`src/rtl/ysyx_22050243_pipe_ctrl_if.sv`:
```
// ysyx_22050243_pipe_ctrl_if
//   Bundles every hazard input and every stall/flush/redirect output of the
//   pipeline scheduler. clk and rst_n stay as plain ports on the controller.
//
//   master : pipeline side (drives hazards, consumes enables/flushes/redirect)
//   slave  : scheduler side (ysyx_22050243_pipe_ctrl)
//
//   Hazards  : stall_jalr, stall_load_use, imem_wait, dmem_wait,
//              redirect_valid/redirect_pc, trap_valid/trap_pc,
//              fence_i_id/pc_id, icache_flush_done
//   Controls : pc_en, *_en, *_flush, pc_redirect/pc_target, icache_flush, busy
interface ysyx_22050243_pipe_ctrl_if #(
  parameter int PC_WIDTH = 32
);
  logic                stall_jalr;
  logic                stall_load_use;
  logic                imem_wait;
  logic                dmem_wait;
  logic                redirect_valid;
  logic [PC_WIDTH-1:0] redirect_pc;
  logic                trap_valid;
  logic [PC_WIDTH-1:0] trap_pc;
  logic                fence_i_id;
  logic [PC_WIDTH-1:0] pc_id;
  logic                icache_flush_done;

  logic                pc_en;
  logic                if_id_en;
  logic                id_ex_en;
  logic                ex_mem_en;
  logic                mem_wb_en;
  logic                if_id_flush;
  logic                id_ex_flush;
  logic                ex_mem_flush;
  logic                mem_wb_flush;
  logic                pc_redirect;
  logic [PC_WIDTH-1:0] pc_target;
  logic                icache_flush;
  logic                busy;

  modport master (
    output stall_jalr, stall_load_use, imem_wait, dmem_wait,
           redirect_valid, redirect_pc, trap_valid, trap_pc,
           fence_i_id, pc_id, icache_flush_done,
    input  pc_en, if_id_en, id_ex_en, ex_mem_en, mem_wb_en,
           if_id_flush, id_ex_flush, ex_mem_flush, mem_wb_flush,
           pc_redirect, pc_target, icache_flush, busy
  );

  modport slave (
    input  stall_jalr, stall_load_use, imem_wait, dmem_wait,
           redirect_valid, redirect_pc, trap_valid, trap_pc,
           fence_i_id, pc_id, icache_flush_done,
    output pc_en, if_id_en, id_ex_en, ex_mem_en, mem_wb_en,
           if_id_flush, id_ex_flush, ex_mem_flush, mem_wb_flush,
           pc_redirect, pc_target, icache_flush, busy
  );
endinterface

```
`src/rtl/ysyx_22050243_pipe_ctrl.sv`:
```
// ysyx_22050243_pipe_ctrl
//   Central stall/flush scheduler for the 5-stage IF/ID/EX/MEM/WB pipeline.
//   Arbitrates trap, data-memory wait, EX redirect, FENCE.I, jalr/load-use
//   stalls and fetch wait; sequences deferred redirects and the FENCE.I
//   drain / I-cache invalidate / refetch.
//
//   Ports:
//     clk, rst_n  pipeline clock, asynchronous active-low reset
//     ctl         ysyx_22050243_pipe_ctrl_if.slave (hazards in, controls out)
//     perf_stall_cnt, perf_flush_cnt (32b) only when
//                 YSYX_22050243_PIPE_PERF_EN is defined
//
//   Parameters: PC_WIDTH (must match the interface), DRAIN_CYCLES.
//
//   state        | meaning
//   -------------+------------------------------------------------------
//   S_RUN        | normal issue, single-cycle hazard arbitration
//   S_REDIR_WAIT | redirect captured, waiting for in-flight fetch to land
//   S_DRAIN      | FENCE.I held in ID, retiring EX/MEM/WB
//   S_ICFLUSH    | I-cache invalidate requested, waiting for done
//   S_REFETCH    | redirect to FENCE.I pc+4, held while a fetch is pending
//
//   Outputs are combinational from state and inputs; a flush takes
//   precedence over the corresponding enable inside the stage register.
module ysyx_22050243_pipe_ctrl #(
  parameter int PC_WIDTH     = 32,
  parameter int DRAIN_CYCLES = 3
) (
  input  logic                     clk,
  input  logic                     rst_n,
  ysyx_22050243_pipe_ctrl_if.slave ctl
`ifdef YSYX_22050243_PIPE_PERF_EN
  ,
  output logic [31:0]              perf_stall_cnt,
  output logic [31:0]              perf_flush_cnt
`endif
);

  localparam int CNT_W = $clog2(DRAIN_CYCLES + 1);

  typedef enum logic [2:0] {
    S_RUN        = 3'd0,
    S_REDIR_WAIT = 3'd1,
    S_DRAIN      = 3'd2,
    S_ICFLUSH    = 3'd3,
    S_REFETCH    = 3'd4
  } state_t;

  state_t              state_q, state_d;
  logic [PC_WIDTH-1:0] redir_pc_q, redir_pc_d;
  logic [PC_WIDTH-1:0] fence_pc_q, fence_pc_d;
  logic [CNT_W-1:0]    drain_cnt_q, drain_cnt_d;

  logic                pc_en, if_id_en, id_ex_en, ex_mem_en, mem_wb_en;
  logic                if_id_flush, id_ex_flush, ex_mem_flush, mem_wb_flush;
  logic                pc_redirect, icache_flush;
  logic [PC_WIDTH-1:0] pc_target;

  always_comb begin
    pc_en        = 1'b1;
    if_id_en     = 1'b1;
    id_ex_en     = 1'b1;
    ex_mem_en    = 1'b1;
    mem_wb_en    = 1'b1;
    if_id_flush  = 1'b0;
    id_ex_flush  = 1'b0;
    ex_mem_flush = 1'b0;
    mem_wb_flush = 1'b0;
    pc_redirect  = 1'b0;
    pc_target    = '0;
    icache_flush = 1'b0;
    state_d      = state_q;
    redir_pc_d   = redir_pc_q;
    fence_pc_d   = fence_pc_q;
    drain_cnt_d  = drain_cnt_q;

    // A committing trap overrides everything, in every state, and abandons
    // any sequence in progress.
    if (ctl.trap_valid) begin
      if_id_flush  = 1'b1;
      id_ex_flush  = 1'b1;
      ex_mem_flush = 1'b1;
      mem_wb_flush = 1'b1;
      pc_redirect  = 1'b1;
      pc_target    = ctl.trap_pc;
      state_d      = S_RUN;
    end else begin
      case (state_q)
        S_RUN: begin
          if (ctl.dmem_wait) begin
            pc_en     = 1'b0;
            if_id_en  = 1'b0;
            id_ex_en  = 1'b0;
            ex_mem_en = 1'b0;
            mem_wb_en = 1'b0;
          end else if (ctl.redirect_valid) begin
            if_id_flush = 1'b1;
            id_ex_flush = 1'b1;
            if (ctl.imem_wait) begin
              // Fetch bus busy: the PC can't move yet, so park the target.
              pc_en      = 1'b0;
              redir_pc_d = ctl.redirect_pc;
              state_d    = S_REDIR_WAIT;
            end else begin
              pc_redirect = 1'b1;
              pc_target   = ctl.redirect_pc;
            end
          end else if (ctl.fence_i_id) begin
            pc_en       = 1'b0;
            if_id_en    = 1'b0;
            id_ex_flush = 1'b1;
            fence_pc_d  = ctl.pc_id;
            drain_cnt_d = CNT_W'(DRAIN_CYCLES);
            state_d     = S_DRAIN;
          end else if (ctl.stall_jalr || ctl.stall_load_use) begin
            pc_en       = 1'b0;
            if_id_en    = 1'b0;
            id_ex_flush = 1'b1;
          end else if (ctl.imem_wait) begin
            pc_en       = 1'b0;
            if_id_flush = 1'b1;
          end
        end

        S_REDIR_WAIT: begin
          pc_en       = 1'b0;
          if_id_flush = 1'b1;
          // The fetch that lands now is on the wrong path; the bubble above
          // discards it while the PC takes the parked target.
          if (!ctl.imem_wait) begin
            pc_redirect = 1'b1;
            pc_target   = redir_pc_q;
            state_d     = S_RUN;
          end
        end

        S_DRAIN: begin
          pc_en       = 1'b0;
          if_id_en    = 1'b0;
          id_ex_flush = 1'b1;
          if (ctl.dmem_wait) begin
            id_ex_en  = 1'b0;
            ex_mem_en = 1'b0;
            mem_wb_en = 1'b0;
          end else begin
            drain_cnt_d = drain_cnt_q - CNT_W'(1);
            if (drain_cnt_q == CNT_W'(1)) begin
              state_d = S_ICFLUSH;
            end
          end
        end

        S_ICFLUSH: begin
          icache_flush = 1'b1;
          pc_en        = 1'b0;
          if_id_en     = 1'b0;
          id_ex_flush  = 1'b1;
          if (ctl.icache_flush_done) begin
            state_d = S_REFETCH;
          end
        end

        S_REFETCH: begin
          pc_redirect = 1'b1;
          pc_target   = fence_pc_q + PC_WIDTH'(4);
          if_id_flush = 1'b1;
          if (!ctl.imem_wait) begin
            state_d = S_RUN;
          end
        end

        default: begin
          state_d = S_RUN;
        end
      endcase
    end
  end

  always_ff @(posedge clk or negedge rst_n) begin
    if (!rst_n) begin
      state_q     <= S_RUN;
      redir_pc_q  <= '0;
      fence_pc_q  <= '0;
      drain_cnt_q <= '0;
    end else begin
      state_q     <= state_d;
      redir_pc_q  <= redir_pc_d;
      fence_pc_q  <= fence_pc_d;
      drain_cnt_q <= drain_cnt_d;
    end
  end

  assign ctl.pc_en        = pc_en;
  assign ctl.if_id_en     = if_id_en;
  assign ctl.id_ex_en     = id_ex_en;
  assign ctl.ex_mem_en    = ex_mem_en;
  assign ctl.mem_wb_en    = mem_wb_en;
  assign ctl.if_id_flush  = if_id_flush;
  assign ctl.id_ex_flush  = id_ex_flush;
  assign ctl.ex_mem_flush = ex_mem_flush;
  assign ctl.mem_wb_flush = mem_wb_flush;
  assign ctl.pc_redirect  = pc_redirect;
  assign ctl.pc_target    = pc_target;
  assign ctl.icache_flush = icache_flush;
  assign ctl.busy         = (state_q != S_RUN);

`ifdef YSYX_22050243_PIPE_PERF_EN
  // Stall cycles exclude redirect cycles, where the PC does move.
  always_ff @(posedge clk or negedge rst_n) begin
    if (!rst_n) begin
      perf_stall_cnt <= '0;
      perf_flush_cnt <= '0;
    end else begin
      if (!pc_en && !pc_redirect) begin
        perf_stall_cnt <= perf_stall_cnt + 32'd1;
      end
      if (if_id_flush) begin
        perf_flush_cnt <= perf_flush_cnt + 32'd1;
      end
    end
  end
`endif

endmodule
```
`src/flat_wrapper.sv`:
```
// flat-port wrapper written by rule: the top's interface ports become plain ports
module ysyx_22050243_pipe_ctrl_flat 
#(
  parameter int PC_WIDTH     = 32,
  parameter int DRAIN_CYCLES = 3
)
  (clk, rst_n, ctl_stall_jalr, ctl_stall_load_use, ctl_imem_wait, ctl_dmem_wait, ctl_redirect_valid, ctl_redirect_pc, ctl_trap_valid, ctl_trap_pc, ctl_fence_i_id, ctl_pc_id, ctl_icache_flush_done, ctl_pc_en, ctl_if_id_en, ctl_id_ex_en, ctl_ex_mem_en, ctl_mem_wb_en, ctl_if_id_flush, ctl_id_ex_flush, ctl_ex_mem_flush, ctl_mem_wb_flush, ctl_pc_redirect, ctl_pc_target, ctl_icache_flush, ctl_busy);
  ysyx_22050243_pipe_ctrl_if #(.PC_WIDTH(PC_WIDTH)) ctl_i ();
  input  logic clk;
  input  logic rst_n;
  input wire logic [$bits(ctl_i.stall_jalr)-1:0] ctl_stall_jalr;
  input wire logic [$bits(ctl_i.stall_load_use)-1:0] ctl_stall_load_use;
  input wire logic [$bits(ctl_i.imem_wait)-1:0] ctl_imem_wait;
  input wire logic [$bits(ctl_i.dmem_wait)-1:0] ctl_dmem_wait;
  input wire logic [$bits(ctl_i.redirect_valid)-1:0] ctl_redirect_valid;
  input wire logic [$bits(ctl_i.redirect_pc)-1:0] ctl_redirect_pc;
  input wire logic [$bits(ctl_i.trap_valid)-1:0] ctl_trap_valid;
  input wire logic [$bits(ctl_i.trap_pc)-1:0] ctl_trap_pc;
  input wire logic [$bits(ctl_i.fence_i_id)-1:0] ctl_fence_i_id;
  input wire logic [$bits(ctl_i.pc_id)-1:0] ctl_pc_id;
  input wire logic [$bits(ctl_i.icache_flush_done)-1:0] ctl_icache_flush_done;
  output wire logic [$bits(ctl_i.pc_en)-1:0] ctl_pc_en;
  output wire logic [$bits(ctl_i.if_id_en)-1:0] ctl_if_id_en;
  output wire logic [$bits(ctl_i.id_ex_en)-1:0] ctl_id_ex_en;
  output wire logic [$bits(ctl_i.ex_mem_en)-1:0] ctl_ex_mem_en;
  output wire logic [$bits(ctl_i.mem_wb_en)-1:0] ctl_mem_wb_en;
  output wire logic [$bits(ctl_i.if_id_flush)-1:0] ctl_if_id_flush;
  output wire logic [$bits(ctl_i.id_ex_flush)-1:0] ctl_id_ex_flush;
  output wire logic [$bits(ctl_i.ex_mem_flush)-1:0] ctl_ex_mem_flush;
  output wire logic [$bits(ctl_i.mem_wb_flush)-1:0] ctl_mem_wb_flush;
  output wire logic [$bits(ctl_i.pc_redirect)-1:0] ctl_pc_redirect;
  output wire logic [$bits(ctl_i.pc_target)-1:0] ctl_pc_target;
  output wire logic [$bits(ctl_i.icache_flush)-1:0] ctl_icache_flush;
  output wire logic [$bits(ctl_i.busy)-1:0] ctl_busy;
  assign ctl_i.stall_jalr = ctl_stall_jalr;
  assign ctl_i.stall_load_use = ctl_stall_load_use;
  assign ctl_i.imem_wait = ctl_imem_wait;
  assign ctl_i.dmem_wait = ctl_dmem_wait;
  assign ctl_i.redirect_valid = ctl_redirect_valid;
  assign ctl_i.redirect_pc = ctl_redirect_pc;
  assign ctl_i.trap_valid = ctl_trap_valid;
  assign ctl_i.trap_pc = ctl_trap_pc;
  assign ctl_i.fence_i_id = ctl_fence_i_id;
  assign ctl_i.pc_id = ctl_pc_id;
  assign ctl_i.icache_flush_done = ctl_icache_flush_done;
  assign ctl_pc_en = ctl_i.pc_en;
  assign ctl_if_id_en = ctl_i.if_id_en;
  assign ctl_id_ex_en = ctl_i.id_ex_en;
  assign ctl_ex_mem_en = ctl_i.ex_mem_en;
  assign ctl_mem_wb_en = ctl_i.mem_wb_en;
  assign ctl_if_id_flush = ctl_i.if_id_flush;
  assign ctl_id_ex_flush = ctl_i.id_ex_flush;
  assign ctl_ex_mem_flush = ctl_i.ex_mem_flush;
  assign ctl_mem_wb_flush = ctl_i.mem_wb_flush;
  assign ctl_pc_redirect = ctl_i.pc_redirect;
  assign ctl_pc_target = ctl_i.pc_target;
  assign ctl_icache_flush = ctl_i.icache_flush;
  assign ctl_busy = ctl_i.busy;
  ysyx_22050243_pipe_ctrl #(.PC_WIDTH(PC_WIDTH), .DRAIN_CYCLES(DRAIN_CYCLES)) u_core (.clk(clk), .rst_n(rst_n), .ctl(ctl_i));
endmodule
```
`config.mk`:
```
export PLATFORM = sky130hd
export DESIGN_NAME = ysyx_22050243_pipe_ctrl_flat
export DESIGN_NICKNAME = d
export VERILOG_FILES = /design/src/rtl/ysyx_22050243_pipe_ctrl_if.sv /design/src/rtl/ysyx_22050243_pipe_ctrl.sv /design/src/flat_wrapper.sv
export SDC_FILE = /design/constraint.sdc
export NUM_CORES = 1
export LEC_CHECK = 0
export BUFFER_PORTS_ARGS = -buffer_cell sky130_fd_sc_hd__buf_2
export CAP_MARGIN = 0
export CORE_UTILIZATION = 35
export DETAILED_ROUTE_END_ITERATION = 7
export GPL_TIMING_DRIVEN = 1
export PLACE_DENSITY_LB_ADDON = 0.1
export REMOVE_ABC_BUFFERS = 1
export SETUP_SLACK_MARGIN = 0.5
export SLEW_MARGIN = 20
export SYNTH_ARGS = -nofsm -noshare
export SYNTH_HDL_FRONTEND = slang
export SYNTH_SLANG_ARGS = --single-unit
```
`constraint.sdc`:
```
create_clock -name clk -period 2.7 [get_ports clk]
set_input_delay 0.27 -clock clk [delete_from_list [all_inputs] [get_ports clk]]
set_output_delay 0.27 -clock clk [all_outputs]
set_load 0.01 [all_outputs]
```
==> impl_metrics.ini, run 1 <==
[drt]
avgViaCountPerCell = 5.44
finalWirelength_um = 13000
vias = 3927
drc = 0
dr.pass1.iters = 7
detail-route-antenna-nets = 0
avgRoutedWirePerCell_um = 18.1
drtIter0Drc = 269

[critical_path]
cp_top_family = simple AND/OR/NAND/NOR gates
cp-start-kind = flop
worst_setup_path_end_kind = primary output
worstPathMaxFanout = 8
cp.required_ns = 2.43
cp.depth = 7
crit_arrival_ns = 2.26
r2r_cells = 6
cpPeakStageDelay_ns = 0.56
critical_path_class = reg2out
cpMaxStageDelayCell = or4_4
cp_num_buf_inv = 3
crit_chain = or4_4 > nor3b_4 > buf_6 > buf_12 > a22oi_1 > o221ai_1 > buf_2

[pwr]
power_density_nw_per_um2 = 866
leakage_nw = 2.52
ir_drop_mv = 0.317

[placement]
gp_congestion = 0.777
dpl_cell_area_um2 = 5190
place_ws_ns = 0.252
dp_cells = 698
dp_hpwl_um = 8940
numPortBuffers = 149

[logic_synthesis]
avgSynthCellArea_um2 = 10.3
synth_area_um2 = 4320
yosys_warnings = 0
synth-edff-count = 0
syn_inst = 418
synthFlopType = dfrtp_1
async_flop_share_pct = 100
synth_seq_cells = 69
yosys.cell_types.count = 57
ys_seq_area_share_pct = 40.0

[global_routing]
grt_max_degree = 70
grt_overflow = 0
grt_pass1_vias = 3946
grt_pass1_wl_um = 20800
antenna_found_initial = 0
grt_usage_pct = 21.3

[finish]
drive_above_1_share_pct = 49.4
layout_common_cells = 147 x buf_2, 69 x dfrtp_1, 62 x mux2_2
num-fill-cells = 1186
fin_cells = 722
n_antenna_cell = 0
area_delta_synth_final_pct = 32.5
final_cell_area_um2 = 5720
fin_nets = 679
layout_commonest_cell = buf_2

[timing]
drv_slew = 0
finalSetupTns_ns = 0
fin_crit_sh_pct = 93.6
clock_skew_ns = 0.00500
relSlewSlack_pct = 38.5
fin_ws_ns = 0.172
tightestPinTransition_ns = 0.922
fmax_mhz = 396
rsz0062_at_grt = true
fin_crit_ns = 2.53
setup_viol = 0
hold_viol_final = 0

[outcome]
outcome = finished, final reports clean

[clocking]
cts_root_buffer = clkbuf_16
cts_max_level = 3
cts_buffer_depth = 2
cts_tree = done
clkSlewWorstSetupHoldPaths_ns = 0.06
clock-sinks = 69
clk_latency_ns = 0.32
cts_made_buffers = 9

[die]
die-area_um2 = 12800
initial_core_util_pct = 35.9
io_pins = 150
die_y_um = 113
fp-row-count = 40
core_um2 = 12000
die_w_um = 113

[job]
maxCapViolCount = 0

[hold_path]
hold_path.class = in2async
==> what timing repair did <==
action / 4_1_cts / 5_1_grt
hold buffers: 0 / 0
gates resized for setup: 22 / 25
setup buffers: 6 / 1
cloned: 2 / 0
pin swaps: 11 / 14
endpoints found under the setup margin: 33 / 39
==> worst paths after layout <==
path	start	to	slack (ns)
worst min-delay path	rst_n	u_core.redir_pc_q[31]$_DFFE_PN0P_	0.07
worst max-delay path	u_core.state_q[0]$_DFFE_PN0P_	ctl_pc_target[20]	0.17
worst max register to register	u_core.state_q[0]$_DFFE_PN0P_	u_core.redir_pc_q[25]$_DFFE_PN0P_	0.52
min in group clk	ctl_pc_id[24]	u_core.fence_pc_q[24]$_DFFE_PN0P_	0.17
max in group asynchronous	rst_n	u_core.drain_cnt_q[1]$_DFFE_PN0P_	2.01
worst min register to register	u_core.drain_cnt_q[1]$_DFFE_PN0P_	u_core.drain_cnt_q[1]$_DFFE_PN0P_	0.49
==> through the flow <==
step	util, %	hold slack (ns)	total power, mW
after CTS	46.6	0.120	4.92
after global placement	43.2	0.470	3.67
final	47.6	0.0727	4.95
after detailed placement	43.2	0.472	3.72
after global routing	47.6	0.144	5.30
after floorplan	-	-0.0256	3.03
==> sequential cells by signal, indices dropped and copies added, names as in the netlist <==
name	flops
u_core.redir_pc_q	32
u_core.state_q	3
u_core.drain_cnt_q	2
u_core.fence_pc_q	32
==> power breakdown <==
group / internal (mW) / switching [mW]
Sequential: 1.54 / 0.420
Combinational: 0.966 / 0.913
Clock: 0.691 / 0.423
==> metal layers <==
layer	global-route usage [%]	wire length (um)	vias to the layer above	share of wire (%)
met4	7.72	117	0	0.90
met3	3.16	617	10	4.7
li1	-	-	1886	-
met1	30.4	6310	1887	48
met5	0	0	-	0
met2	32.8	6000	144	46
==> cell type report <==
| type | instances | area, um^2 | share of cell area [%] |
|---|---|---|---|
| clock inverters | 1 | 5.00 | 0.0875 |
| inverters | 3 | 11.3 | 0.197 |
| multi-input cells | 312 | 2500 | 43.8 |
| well taps | 147 | 184 | 3.22 |
| repair buffers | 176 | 1010 | 17.7 |
| clock buffers | 14 | 274 | 4.79 |
| flip-flops and latches | 69 | 1730 | 30.2 |
==> synthesized netlist by cell type (all sizes together), types with 3 or more instances <==
master / number / area (um^2)
buf: 22 / 171
o221ai: 15 / 131
dfrtp: 69 / 1730
mux2: 64 / 721
nand2: 45 / 169
nand4: 10 / 62.6
a22oi: 21 / 158
a222oi: 6 / 60.1
clkbuf: 12 / 45.0
xnor2: 12 / 105
nor2: 19 / 71.3
inv: 3 / 11.3
and3: 8 / 50.1
o21ai: 18 / 90.1
nor3b: 3 / 45.1
nor4: 3 / 18.8
xor2: 16 / 140
and2: 5 / 32.5
nor3: 9 / 66.3
a221o: 4 / 40.0
nand3: 16 / 80.1
==> cells by family (layout without fill, tap and decap cells) <==
kind of cell	Yosys count	count (layout)	synth area share, %
adders and majority gates	2	2	0.580
AOI/OAI and AO/OA	90	90	16.1
xor gates and xnor gates	28	28	5.68
DFF	69	69	40.0
and+or+nand+nor	128	128	15.7
buffers and inverters	37	194	5.28
muxes	64	64	16.7
No activity file was read; power rests on OpenSTA's default activity.
==> run 2, diff against run 1 <==
--- a/config.mk
+++ b/config.mk
@@ -12,8 +12,9 @@
 export GPL_TIMING_DRIVEN = 1
 export PLACE_DENSITY_LB_ADDON = 0.1
 export REMOVE_ABC_BUFFERS = 1
-export SETUP_SLACK_MARGIN = 0.5
+export SETUP_SLACK_MARGIN = 0.4
 export SLEW_MARGIN = 20
 export SYNTH_ARGS = -nofsm -noshare
 export SYNTH_HDL_FRONTEND = slang
 export SYNTH_SLANG_ARGS = --single-unit
+export TNS_END_PERCENT = 50
==> impl_metrics.ini, run 2 (synthesis results as in run 1) <==
[pwr]
p_sw_mw = 1.73
power_density_nw_per_um2 = 865
leakage_nw = 2.50
share_comb_of_total_power_pct = 37.5
finalPower_mw = 4.90
p_int_mw = 3.17
p_sw_share_pct = 35.4
seqPwrFrac_pct = 39.8
clock_power_share_pct = 22.7
ir_drop_mv = 0.312

[clocking]
cts_tree = done
clock-sinks = 69
cts_root_buffer = clkbuf_16
holdBufCountCts = 0
cts_max_level = 3
clk_latency_ns = 0.32
cts_buffer_depth = 2
clkSlewWorstSetupHoldPaths_ns = 0.06
cts_made_buffers = 9

[die]
die-area_um2 = 12800
die_y_um = 113
core_um2 = 12000
io_pins = 150
initial_core_util_pct = 35.9
die_w_um = 113
fp-row-count = 40

[global_routing]
grt_overflow = 0
grt_max_degree = 70
grt_pass1_vias = 3949
grt_pass1_wl_um = 20900
antenna_found_initial = 0
grt_usage_pct = 21.3

[timing]
rsz0062_at_grt = true
drv_slew = 0
fin_ws_ns = 0.165
fin_crit_ns = 2.54
relSlewSlack_pct = 38.7
setup_viol = 0
finalSetupTns_ns = 0
clock_skew_ns = 0.00494
fmax_mhz = 394
whs_ns = 0.0722
fin_crit_sh_pct = 93.9
hold_viol_final = 0
tightestPinTransition_ns = 0.919

[drt]
drtIter0Drc = 260
detail-route-antenna-nets = 0
avgViaCountPerCell = 5.40
dr.pass1.iters = 4
vias = 3895
avgRoutedWirePerCell_um = 17.9
drc = 0
finalWirelength_um = 12900

[critical_path]
worst_setup_path_end_kind = primary output
cp.required_ns = 2.43
crit_arrival_ns = 2.27
cp-start-kind = flop
worstPathMaxFanout = 8
critical_path_class = reg2out

[job]
maxCapViolCount = 0

[finish]
layout_common_cells = 148 x buf_2, 69 x dfrtp_1, 62 x mux2_2
layout_commonest_cell = buf_2
reg_top3 = u_core.fence_pc_q x32, u_core.redir_pc_q x32, u_core.state_q x3
n_antenna_cell = 0
area_delta_synth_final_pct = 31.3
drive_above_1_share_pct = 48.4
fin_nets = 678

[placement]
gp_congestion = 0.777
numPortBuffers = 149
place_ws_ns = 0.252
dp_hpwl_um = 8940

[hold_path]
hold_path.class = in2async

[outcome]
outcome = finished, final reports clean
[run 2: area by class of cell]
cell class	count	area (um^2)
Timing Repair Buffer	175	991
Sequential cell	69	1730
Clock buffer	14	274
Multi-Input combinational cell	312	2480
Tap cell	147	184
Fill cell	1192	6340
Inverter	3	11.3
Clock inverter	1	5.00
[run 2: timing repair]
action | in CTS | in global routing
cloned | 2 | 0
pin swaps | 8 | 7
setup endpoints to repair | 33 | 34
buffers inserted | 6 | 0
resized for setup | 17 | 19
[run 2: stage by stage]
step	cell area, um^2	utilization (%)	std cells
5_1_grt	5670	47.2	721
4_1_cts	5580	46.5	721
2_1_floorplan	4100	-	384
3_3_place_gp	5190	43.2	698
3_5_place_dp	5190	43.2	698
6_report	5670	47.2	721
[run 2: worst paths after layout]
| kind | startpoint | endpoint | slack, ns | cells after the start |
|---|---|---|---|---|
| setup / recovery | u_core.state_q[0]$_DFFE_PN0P_ | ctl_pc_target[17] | 0.16 | 8 |
| hold / removal | rst_n | u_core.redir_pc_q[31]$_DFFE_PN0P_ | 0.07 | 1 |
| setup reg to reg | u_core.state_q[0]$_DFFE_PN0P_ | u_core.redir_pc_q[25]$_DFFE_PN0P_ | 0.60 | 5 |
| hold reg to reg | u_core.drain_cnt_q[1]$_DFFE_PN0P_ | u_core.drain_cnt_q[1]$_DFFE_PN0P_ | 0.49 | 1 |
| max in group asynchronous | rst_n | u_core.drain_cnt_q[1]$_DFFE_PN0P_ | 2.02 | 1 |
| min in group clk | ctl_pc_id[24] | u_core.fence_pc_q[24]$_DFFE_PN0P_ | 0.17 | 3 |
[run 2: layer usage]
layer	track usage (%)	routed length, um
met1	30.5	6340
met2	32.8	5880
met3	3.16	579
met4	7.72	130
met5	0	0
[run 2: worst max-delay path, cell delays in order (launching register included)]
cell and delay (ns):
dfrtp_1 0.38, or4_4 0.57, nor3b_4 0.21, buf_6 0.17
buf_12 0.15, a22oi_2 0.09, nor2_1 0.13, a221o_1 0.12
buf_2 0.12
[run 2: power groups by stage]
stage	Clock, mW	Sequential (mW)	Combinational, mW
after detailed placement	0	1.95	1.77
after CTS	1.14	1.94	1.82
after global routing	1.20	2.03	2.03
final	1.11	1.95	1.84
after global placement	0	1.92	1.74
after floorplan	0	1.90	1.13
